### config.mk
export PLATFORM = sky130hd
export DESIGN_NAME = hello_tx
export DESIGN_NICKNAME = d
export VERILOG_FILES = /design/src/rtl/hello_tx.sv
export SDC_FILE = /design/constraint.sdc
export NUM_CORES = 1
export LEC_CHECK = 0
export BUFFER_PORTS_ARGS = -buffer_cell sky130_fd_sc_hd__buf_4
export CAP_MARGIN = 10
export CORE_ASPECT_RATIO = 0.8
export CORE_MARGIN = 4
export CORE_UTILIZATION = 51
export DETAILED_ROUTE_END_ITERATION = 10
export PLACE_DENSITY_LB_ADDON = 0.25
export SETUP_SLACK_MARGIN = 0.1
export SYNTH_ARGS = -nofsm -noshare
export SYNTH_HDL_FRONTEND = slang
export SYNTH_SLANG_ARGS = --single-unit
### constraint.sdc
create_clock -name clk -period 2.3 [get_ports clk]
set_input_delay 0.23 -clock clk [delete_from_list [all_inputs] [get_ports clk]]
set_output_delay 0.23 -clock clk [all_outputs]
set_load 0.02 [all_outputs]
### src/rtl/hello_tx.sv
// "Hello" byte-stream transmitter: sends "Hello" a latched number of times over a
// valid/ready link, with optional inter-byte gaps, sticky abort and busy/done status.
module hello_tx #(
    parameter int unsigned GAP   = 0,
    parameter int unsigned CNT_W = 8
) (
    input  logic             clk,
    input  logic             rst,
    input  logic             start,
    input  logic [CNT_W-1:0] rep,
    input  logic             abort,
    output logic [7:0]       tx_data,
    output logic             tx_valid,
    input  logic             tx_ready,
    output logic             busy,
    output logic             done,
    output logic [CNT_W-1:0] word_cnt
);

    localparam int unsigned   GW       = (GAP > 1) ? $clog2(GAP) : 1;
    localparam logic [GW-1:0] GAP_LAST = GW'((GAP == 0) ? 0 : GAP - 1);

    typedef enum logic [1:0] {
        S_IDLE,
        S_SEND,
        S_GAP,
        S_FIN
    } state_t;

    state_t           state_q;
    logic [CNT_W-1:0] rep_q;
    logic [CNT_W-1:0] word_cnt_q;
    logic [2:0]       idx_q;
    logic [GW-1:0]    gap_q;
    logic             abort_q;
    logic [7:0]       tx_data_q;
    logic             tx_valid_q;
    logic             busy_q;
    logic             done_q;

    logic             handshake;
    logic             word_end;
    logic             last_word;
    logic             abort_seen;
    logic [2:0]       idx_nxt;
    logic [CNT_W-1:0] cnt_inc;

    function automatic logic [7:0] hello_char(input logic [2:0] i);
        case (i)
            3'd0:    return 8'h48;
            3'd1:    return 8'h65;
            3'd2:    return 8'h6C;
            3'd3:    return 8'h6C;
            default: return 8'h6F;
        endcase
    endfunction

    always_comb begin
        handshake  = tx_valid_q & tx_ready;
        word_end   = (idx_q == 3'd4);
        cnt_inc    = word_cnt_q + CNT_W'(1);
        idx_nxt    = word_end ? 3'd0 : idx_q + 3'd1;
        last_word  = word_end && (cnt_inc == rep_q);
        // An abort raised on the handshake edge itself already ends the run there.
        abort_seen = abort_q | abort;
    end

    always_ff @(posedge clk or negedge rst) begin
        if (!rst) begin
            state_q    <= S_IDLE;
            rep_q      <= '0;
            word_cnt_q <= '0;
            idx_q      <= '0;
            gap_q      <= '0;
            abort_q    <= 1'b0;
            tx_data_q  <= '0;
            tx_valid_q <= 1'b0;
            busy_q     <= 1'b0;
            done_q     <= 1'b0;
        end else begin
            done_q <= 1'b0;
            if (busy_q && abort) begin
                abort_q <= 1'b1;
            end
            case (state_q)
                S_IDLE: begin
                    if (start) begin
                        word_cnt_q <= '0;
                        busy_q     <= 1'b1;
                        abort_q    <= 1'b0;
                        if (rep != '0) begin
                            rep_q      <= rep;
                            idx_q      <= '0;
                            tx_data_q  <= hello_char(3'd0);
                            tx_valid_q <= 1'b1;
                            state_q    <= S_SEND;
                        end else begin
                            done_q  <= 1'b1;
                            state_q <= S_FIN;
                        end
                    end
                end
                S_SEND: begin
                    if (handshake) begin
                        idx_q <= idx_nxt;
                        if (word_end) begin
                            word_cnt_q <= cnt_inc;
                        end
                        if (last_word || abort_seen) begin
                            tx_valid_q <= 1'b0;
                            done_q     <= 1'b1;
                            state_q    <= S_FIN;
                        end else if (GAP > 0) begin
                            tx_valid_q <= 1'b0;
                            gap_q      <= '0;
                            state_q    <= S_GAP;
                        end else begin
                            tx_data_q <= hello_char(idx_nxt);
                        end
                    end
                end
                S_GAP: begin
                    if (abort_seen) begin
                        done_q  <= 1'b1;
                        state_q <= S_FIN;
                    end else if (gap_q == GAP_LAST) begin
                        tx_valid_q <= 1'b1;
                        tx_data_q  <= hello_char(idx_q);
                        state_q    <= S_SEND;
                    end else begin
                        gap_q <= gap_q + GW'(1);
                    end
                end
                S_FIN: begin
                    busy_q  <= 1'b0;
                    abort_q <= 1'b0;
                    state_q <= S_IDLE;
                end
                default: state_q <= S_IDLE;
            endcase
        end
    end

    assign tx_data  = tx_data_q;
    assign tx_valid = tx_valid_q;
    assign busy     = busy_q;
    assign done     = done_q;
    assign word_cnt = word_cnt_q;

endmodule

==> results of run 1 <==
## logic make-up (layout without fill, tap and decap cells)
| group | Yosys count | count (layout) | synth area share (%) |
|---|---|---|---|
| AOI/OAI and AO/OA | 47 | 47 | 17.8 |
| xor gates and xnor gates | 8 | 8 | 3.52 |
| adders and majority gates | 11 | 11 | 6.92 |
| buffers and inverters | 17 | 58 | 4.22 |
| DFF | 30 | 30 | 37.8 |
| muxes | 16 | 16 | 8.75 |
| other | 1 | 2 | 0.189 |
| and+or+nand+nor | 79 | 79 | 20.8 |
## cell type report
type                       count  area [um2]  share of cell area (%)
inverter                       8        30.0                    1.23
clock buffer                   7        86.3                    3.53
timing repair buffer          42         318                    13.0
sequential                    30         754                    30.9
clock inverter                 1        5.00                   0.205
tap                           55        68.8                    2.82
multi-input combinational    163        1180                    48.3
## per-layer routing
metal,vias to the layer above,share of wire (%),wire length (um)
li1,836,-,-
met1,802,50,2230
met2,49,43,1900
met3,7,6.3,282
met4,0,1.2,55
met5,-,0,0
## stage by stage
stage	power (mW)	cell area (um2)	setup slack, ps
floorplan	2.16	2000	128
global placement	2.70	2300	212
detailed placement	2.72	2300	146
CTS	3.18	2400	133
global route	3.49	2440	134
finish	3.22	2440	225
## power groups by stage
stage	registers, mW	clock network [mW]	logic (mW)
2_1_floorplan	0.995	0	1.16
3_5_place_dp	0.952	0	1.77
3_3_place_gp	0.942	0	1.76
5_1_grt	0.983	0.482	2.03
6_report	0.943	0.435	1.84
4_1_cts	0.942	0.452	1.79
## cell usage after synthesis (all sizes together) (3+ instances only)
cell,count,area [um2]
buf,4,33.8
xnor2,4,35.0
a21o,3,22.5
a21oi,8,40.0
dfrtp,30,751
nand2b,3,18.8
nand2,26,97.6
clkbuf,5,20.0
inv,8,30.0
mux2,11,124
xor2,4,35.0
mux2i,5,50.1
nor3,8,51.3
nand3,12,72.6
o21ai,12,60.1
a22o,3,27.5
nor2,12,45.0
ha,11,138
and3,5,31.3
## flip-flops by register name, summed over array words and instances (netlist names)
name / count
rep_q: 8
abort_q: 1
state_q: 2
idx_q: 3
done: 1
word_cnt: 8
busy: 1
tx_valid: 1
tx_data: 5
## critical path: cells and delay by family (launching register included)
kind	cells	cell delay, ps
compound gates	3	480
fa+ha+maj	1	200
buf+inv	1	100
flops	1	430
mux	1	360
simple gates	2	380
## layout by cell type (no fill, tap or decap), types with 3 or more instances in the layout
master and count:
xor2_1 4, mux2_2 11, dfrtp_1 27, nor2_1 12, a21o_1 3, nand2b_1 3, nor3_1 7, clkbuf_8 6
dfrtp_2 3, o21ai_0 12, ha_1 10, a21oi_1 7, inv_1 8, buf_4 41, nand2_1 26, and3_1 4
mux2i_1 5, nand3_1 10, xnor2_1 4
## worst max path at each step
stage	from	to	slack (ps)	cells past startpoint
after global routing	state_q[1]	tx_data[5]	130	8
after CTS	state_q[0]	tx_data[3]	130	8
after global placement	state_q[0]	tx_data[1]	210	8
after detailed placement	state_q[0]	tx_data[3]	150	8
final	state_q[1]	tx_data[3]	230	8
after floorplan	state_q[0]	tx_data[0]	130	9
## timing repair
item                                    in CTS  in global routing
setup buffers                                0                  3
endpoints found under the setup margin       0                  5
resized for setup                            0                  5
endpoints found under the hold margin       30                  0
hold buffers                                 1                  0
==> run metrics, run 1 <==
Synth Register Bits=30; Worst slew margin=approximately 66%; worst vdd ir=691 uV; number of max-cap violations=0; Routed WL=between 4 and 5 mm; DIE WIDTH=77.8 um; Die Area=4970 um2; Int Pwr=1.83 mW; via count=between 1500 and 2000; mean routed wirelength per cell=14.6 um; DR pass1 iterations=4; residual DRC count=0; Worst-Margin Slew=498 ps; DRT iter0 DRCs=136; dpl cells=294; Clock transition at path regs=about 60 ps; Max Root-Sink Buffers=2; Sw Pwr=roughly 1.4 mW; slowest cell on the critical path=dfrtp_1; CP peak stage delay=430 ps; grt ovf=0; clock buffer count from CTS=5; Post-DRT Antenna Nets=0; mapped cell area=1990 um2; post-synthesis sequential area ratio=37.8%; Post-synth EDFFs=0; P_leak=around 1.1 nW; CP Cell Sequence=inv_1 > ha_1 > nor2b_1 > a21oi_2 > and3_1 > o221ai_2 > a31oi_4 > mux2_2; Final Cycle Share=90.2%; Main synth FF type=dfrtp_1; number of global-route vias before repair=1579; min-delay src=rep[7]; status=finished, final reports clean; Hold Path Depth=2; io pins=32; layout cells sized above 1=32.3%; number of H-tree levels=2; root buffer cell=clkbuf_8; grt met3 use=5.21%; Hold Path Class=input port to flop; Ys Warns=0; CP Max Fanout=5; switching share of power=43.2%; CP Class=flop to flop; Worst setup SP type=flop; fin nets=about 270; GRT met2 Usage=27.0%; R2R cell count=8; GRT met1 Usage=between 20% and 30%; GRT busiest layer=met1; Final Hold Fails=0; final core occ=64.6%; largest net degree at the start of global routing=31; Initial Utilization=52.6%; crit path DAT=2250 ps; core area=3780 um2; gpl congestion=just under 0.9; Pwr Density=1320 nW/um2; RSZ-0062 raised after global routing=no; Post-synth ARST share=100%; first-pass GRT wire length=7.57 mm; part of the power in registers=29.3%; initial antenna violation count=0; HPWL Detailed=3.32 mm; clock skew=a little over 4 ps; num rows=20; RR Endpoint=tx_data[3]; pins over their slew limit=0; Max Fclk=482 MHz; Synth cell types=51; Clock power frac=13.5%; TritonCTS clock tree=done; final setup fails=0; Layout area overhead=22.8%; hold endpoint=rep_q[7]; DIE HEIGHT=63.8 um; synthesized instance count=209; GRT Util Overall=19.5%; CTS sink count=30; Avg Cell Area, Syn=9.51 um2; Worst R2R Setup Slack=around 230 ps; Port Buf Inserts=29; R2R Path Start=state_q[1]; Logic pwr share=between 50% and 60%; Worst setup EP type=flop; Antenna diodes=0; fin cells=306; FILL cells=323; worst-skew pair later-pin latency=280 ps; WP data required=2470 ps; final setup TNS=0 ps; WHS=189 ps; post-layout min period=2070 ps; post-DR vias/cell=5.54
No activity file was read; power rests on OpenSTA's default activity.
==> run 2: changes to the inputs <==
CORE_MARGIN = 2   (was 4)
==> run 2 against run 1 <==
Die area decreased by 11%; hold slack better by 5.4 ps; cell area down 0.15%; fmax is 0.89% lower; sequential power hardly changed; critical path depth fell by 1; sequential share of layout area is essentially flat; clock power barely moved; global-route usage rose by 3.3 points; flip-flop and latch count is the same; utilization fell by 0.099 points; critical endpoint is now tx_data[0].
==> run metrics, run 2 (synthesized netlist as in run 1, its figures left out) <==
Worst setup SP type=flop; core area=3780 um2 (unchanged); Port Buf Inserts=29 (unchanged); Initial Utilization=52.6% (unchanged); Worst-Margin Slew=524 ps (+26.3 ps); pins over their slew limit=0 (unchanged); CP peak stage delay=440 ps (about the same); worst-skew pair later-pin latency=280 ps (about the same); clock skew=10.6 ps (+6.48 ps); Clock transition at path regs=70 ps (about the same); Hold Path Class=input port to flop; grt ovf=0 (unchanged); CP Cell Sequence=ha_2 > and3_1 > and3_1 > xnor2_1 > and4_4 > a31oi_4 > mux2_2; slowest cell on the critical path=dfrtp_2; num rows=20 (unchanged); Final Cycle Share=91.0% (+0.81 points); gpl congestion=0.839 (-4.4%); Worst setup EP type=flop; Max Root-Sink Buffers=2 (unchanged); DIE HEIGHT=59.8 um (-6.3%); largest net degree at the start of global routing=31 (unchanged); DRT iter0 DRCs=138 (+1.5%); multi-input logic area=1170 um2 (-0.95%); final setup fails=0 (unchanged); P_leak=1.11 nW (+0.57%); number of max-cap violations=0 (unchanged); first-pass GRT wire length=7.56 mm (-0.18%); CP Max Fanout=5 (unchanged); fin cells=307 (+0.33%); GRT Util Overall=22.8% (+3.3 points); number of global-route vias before repair=1569 (-0.63%); via count=1679 (-0.89%); number of H-tree levels=2 (unchanged); crit path DAT=2260 ps (about the same); Antenna diodes=0 (unchanged); most common cell after layout, fill and taps aside=buf_4; Final Hold Fails=0 (unchanged); io pins=32 (unchanged); FILL cells=324 (+0.31%); CP Class=flop to flop; TritonCTS clock tree=done; Pwr Density=1310 nW/um2 (-0.46%); clock buffer count from CTS=5 (unchanged); Layout area overhead=22.7%; layout cells sized above 1=31.7% (-0.52 points); DR pass1 iterations=4 (unchanged); CP dominant cell by count=and3_1; post-layout min period=2090 ps (+18.5 ps); final setup TNS=0 ps (unchanged); Worst slew margin=64.7% (-1.8 points); residual DRC count=0 (unchanged); fin nets=275 (+0.36%); CTS sink count=30 (unchanged); worst vdd ir=801 uV (+16%); initial antenna violation count=0 (unchanged); HPWL Detailed=3.33 mm (+0.36%); mean routed wirelength per cell=14.6 um (-0.10%); status=finished, final reports clean; Post-DRT Antenna Nets=0 (unchanged); dpl cells=294 (unchanged); Reg area=754 um2 (unchanged); most frequent cells in the layout=buf_4 (42), dfrtp_1 (27), nand2_1 (26); WP data required=2470 ps (about the same); Power, Total=3.20 mW (-0.61%); Routed WL=4.48 mm (+0.22%); Max Fclk=478 MHz (-0.89%); DIE WIDTH=73.8 um (-5.1%); Die Area=4420 um2 (-11%); post-DR vias/cell=5.47 (-1.2%); root buffer cell=clkbuf_8; RSZ-0062 raised after global routing=no
[run 2: worst paths after layout]
path / start / to / slack (ps) / cells past startpoint
worst max register to register: word_cnt[1] / tx_data[0] / 210 / 7
min in group asynchronous: rst / idx_q[1] / 410 / 2
worst max-delay path: word_cnt[1] / tx_data[0] / 210 / 7
worst min register to register: tx_data[6] / tx_data[6] / 510 / 1
max in group asynchronous: rst / word_cnt[1] / 1580 / 2
worst min-delay path: rep[1] / rep_q[1] / 190 / 2
[run 2: power by group]
group          internal [mW]  total, mW  switching [mW]
clock                  0.241      0.438           0.197
sequential             0.730      0.946           0.216
combinational          0.850       1.81           0.965
[run 2: critical path: cells and delay by family, from the launching register on]
kind            cells  cell delay (ps)
mux                 1              360
simple gates        3              640
fa+ha+maj           1              210
compound gates      1              210
xor+xnor            1              130
flops               1              440
[run 2: area by class of cell]
type                       count  share of cell area, %
timing repair buffer          43                   13.3
inverter                       8                   1.23
tap                           55                   2.82
sequential                    30                   30.9
clock inverter                 1                  0.205
multi-input combinational    163                   47.9
clock buffer                   7                   3.54
[run 2: what timing repair did]
| item | 4_1_cts | 5_1_grt |
|---|---|---|
| endpoints found under the hold margin | 30 | 0 |
| setup endpoints to repair | 0 | 6 |
| hold buffers | 1 | 0 |
| resized for setup | 0 | 3 |
| setup buffers | 0 | 4 |
[run 2: routing by layer]
metal	GRT usage, %	wire length (um)	vias up
met5	0	0	-
met4	7.01	40	0
met3	5.56	215	4
met2	31.5	1910	45
met1	34.8	2320	795
li1	-	-	835
[run 2: metrics by stage]
| step | setup slack, ps | util (%) | cell area (um2) | hold slack, ps |
|---|---|---|---|---|
| 5_1_grt | 98.1 | 64.5 | 2440 | 189 |
| 4_1_cts | 129 | 63.5 | 2400 | 192 |
| 6_report | 207 | 64.5 | 2440 | 194 |
| 3_3_place_gp | 219 | 60.8 | 2300 | 182 |
| 2_1_floorplan | 128 | - | 2000 | -65.6 |
| 3_5_place_dp | 163 | 60.8 | 2300 | 188 |
==> run 3: changes to the inputs <==
CELL_PAD_IN_SITES_DETAIL_PLACEMENT = 0   (was default)
CELL_PAD_IN_SITES_GLOBAL_PLACEMENT = 1   (was default)
CORE_UTILIZATION = 39   (was 51)
==> run 3 against run 2 <==
Worst setup slack worse by 13 ps; global-route usage decreased by 5.3 points; sequential share of layout area about the same; via count down 1.5%; wire length down 1.0%; clock skew decreased by 1.5 ps; fmax down 0.63%; power increased by 0.29%; non-clock buffer count down 1; critical path type unchanged; largest cell class unchanged; highest routed layer unchanged.
==> run metrics, run 3 (synthesized netlist as in run 1, its figures left out) <==
Power, Total=3.21 mW (+0.29%); CP dominant cell by count=and3_1; CP Cell Sequence=ha_2 > and3_1 > and3_1 > xnor2_1 > and4_4 > a31oi_4 > mux2_2; R2R Path Start=word_cnt[1]; io pins=32 (unchanged); FILL cells=493 (+52%); grt ovf=0 (unchanged); Die Area=5690 um2 (+29%); Routed WL=4.43 mm (-1.0%); gpl congestion=0.844 (+0.55%); fin nets=274 (-0.36%); DR pass1 iterations=6 (+2); Setup WS pre-CTS=146 ps (-17.3 ps); final setup TNS=0 ps (unchanged); HPWL Detailed=3.45 mm (+3.6%); layout cells sized above 1=31.1% (-0.67 points); most frequent cells in the layout=buf_4 (41), dfrtp_1 (27), nand2_1 (26); crit path DAT=2270 ps (about the same); Initial Utilization=40.2% (-12 points); WP data required=2470 ps (about the same); post-layout min period=2110 ps (+13.2 ps); DIE WIDTH=83.8 um (+14%); residual DRC count=0 (unchanged); largest net degree at the start of global routing=31 (unchanged); post-DR vias/cell=5.28 (-3.4%); CP Class=flop to flop; via count=1653 (-1.5%); Worst setup SP type=flop; slowest cell on the critical path=dfrtp_2; Crit path buffers/inverters=0 (unchanged); Layout area overhead=22.6% (about the same); core area=4950 um2 (+31%); CP Max Fanout=7 (+2); WHS=201 ps (+6.55 ps); min-delay src=rep[1]; DRT iter0 DRCs=77 (-44%); root buffer cell=clkbuf_8; DIE HEIGHT=67.9 um (+13%); TritonCTS clock tree=done; CP delay by family, top=simple AND/OR/NAND/NOR gates; Antenna diodes=0 (unchanged); hold endpoint=rep_q[1]; CTS sink count=30 (unchanged); placed cell areas=2320 um2 (+1.0%); mean routed wirelength per cell=14.2 um (-2.9%); number of global-route vias before repair=1662 (+5.9%); Max Fclk=475 MHz (-0.63%); worst vdd ir=661 uV (-17%); number of H-tree levels=2 (unchanged); R2R cell count=7 (unchanged); most common cell after layout, fill and taps aside=buf_4; final setup fails=0 (unchanged); worst-skew pair later-pin latency=280 ps (about the same); Reg area=754 um2 (unchanged); Pwr Density=1320 nW/um2 (+0.34%); GRT Util Overall=17.5% (-5.3 points); initial antenna violation count=0 (unchanged); clock skew=9.12 ps (-1.45 ps); P_leak=1.10 nW (-0.52%); number of max-cap violations=0 (unchanged); fin cells=313 (+2.0%); dpl cells=303 (+3.1%); Setup WS post-layout=194 ps (-13.2 ps); Final Cycle Share=91.6% (+0.57 points); clock buffer count from CTS=5 (unchanged); Port Buf Inserts=29 (unchanged); Post-DRT Antenna Nets=0 (unchanged); first-pass GRT wire length=7.79 mm (+3.1%); Final Instance Area=2440 um2 (about the same); Clock transition at path regs=70 ps (about the same); Final Hold Fails=0 (unchanged); Hold Path Class=input port to flop; pins over their slew limit=0 (unchanged); Hold Path Depth=2 (unchanged); final core occ=49.2% (-15 points); RSZ-0062 raised after global routing=no; Max Root-Sink Buffers=2 (unchanged); Worst setup EP type=flop; CP peak stage delay=440 ps (about the same); RR Endpoint=tx_data[0]; Worst R2R Setup Slack=190 ps (about the same); multi-input logic area=1170 um2 (-0.21%); num rows=23 (+15%); status=finished, final reports clean
## run 3: worst max path at each step
stage                     start    endpoint  slack, ps  cells past startpoint
floorplan            state_q[0]  tx_data[0]        130                      9
global placement     state_q[0]  tx_data[5]        190                      8
detailed placement   state_q[0]  tx_data[0]        150                      8
CTS                  state_q[0]  tx_data[0]        130                      8
global route        word_cnt[1]  tx_data[3]        100                      7
finish              word_cnt[1]  tx_data[0]        190                      7
## run 3: worst reg2reg max path, cell delays in order (launching register included)
cell	delay, ps
dfrtp_2	440
ha_2	210
and3_1	210
and3_1	220
xnor2_1	130
and4_4	200
a31oi_4	240
mux2_2	360
## run 3: timing repair
item                                   CTS  global route
endpoints found under the hold margin   30             0
hold buffers                             1             0
resized for setup                        0             2
setup buffers                            0             1
setup endpoints to repair                0             5
## run 3: routing by layer
| metal | wire, um | up-vias | track usage (%) |
|---|---|---|---|
| met1 | 2400 | 783 | 25.1 |
| met4 | 23 | 0 | 5.85 |
| li1 | - | 834 | - |
| met5 | 0 | - | 0 |
| met2 | 1840 | 34 | 26.3 |
| met3 | 173 | 2 | 3.98 |
## run 3: final cells by class
cell class,count,share of cell area [%]
clock buffers,7,3.54
clock inverters,1,0.205
multi-input cells,163,47.8
repair buffers,42,13.0
well taps,62,3.18
inverters,8,1.23
flip-flops and latches,30,31.0
## run 3: power breakdown
part / switching, mW / internal (mW)
clock network: 0.191 / 0.241
logic: 0.993 / 0.865
registers: 0.189 / 0.730
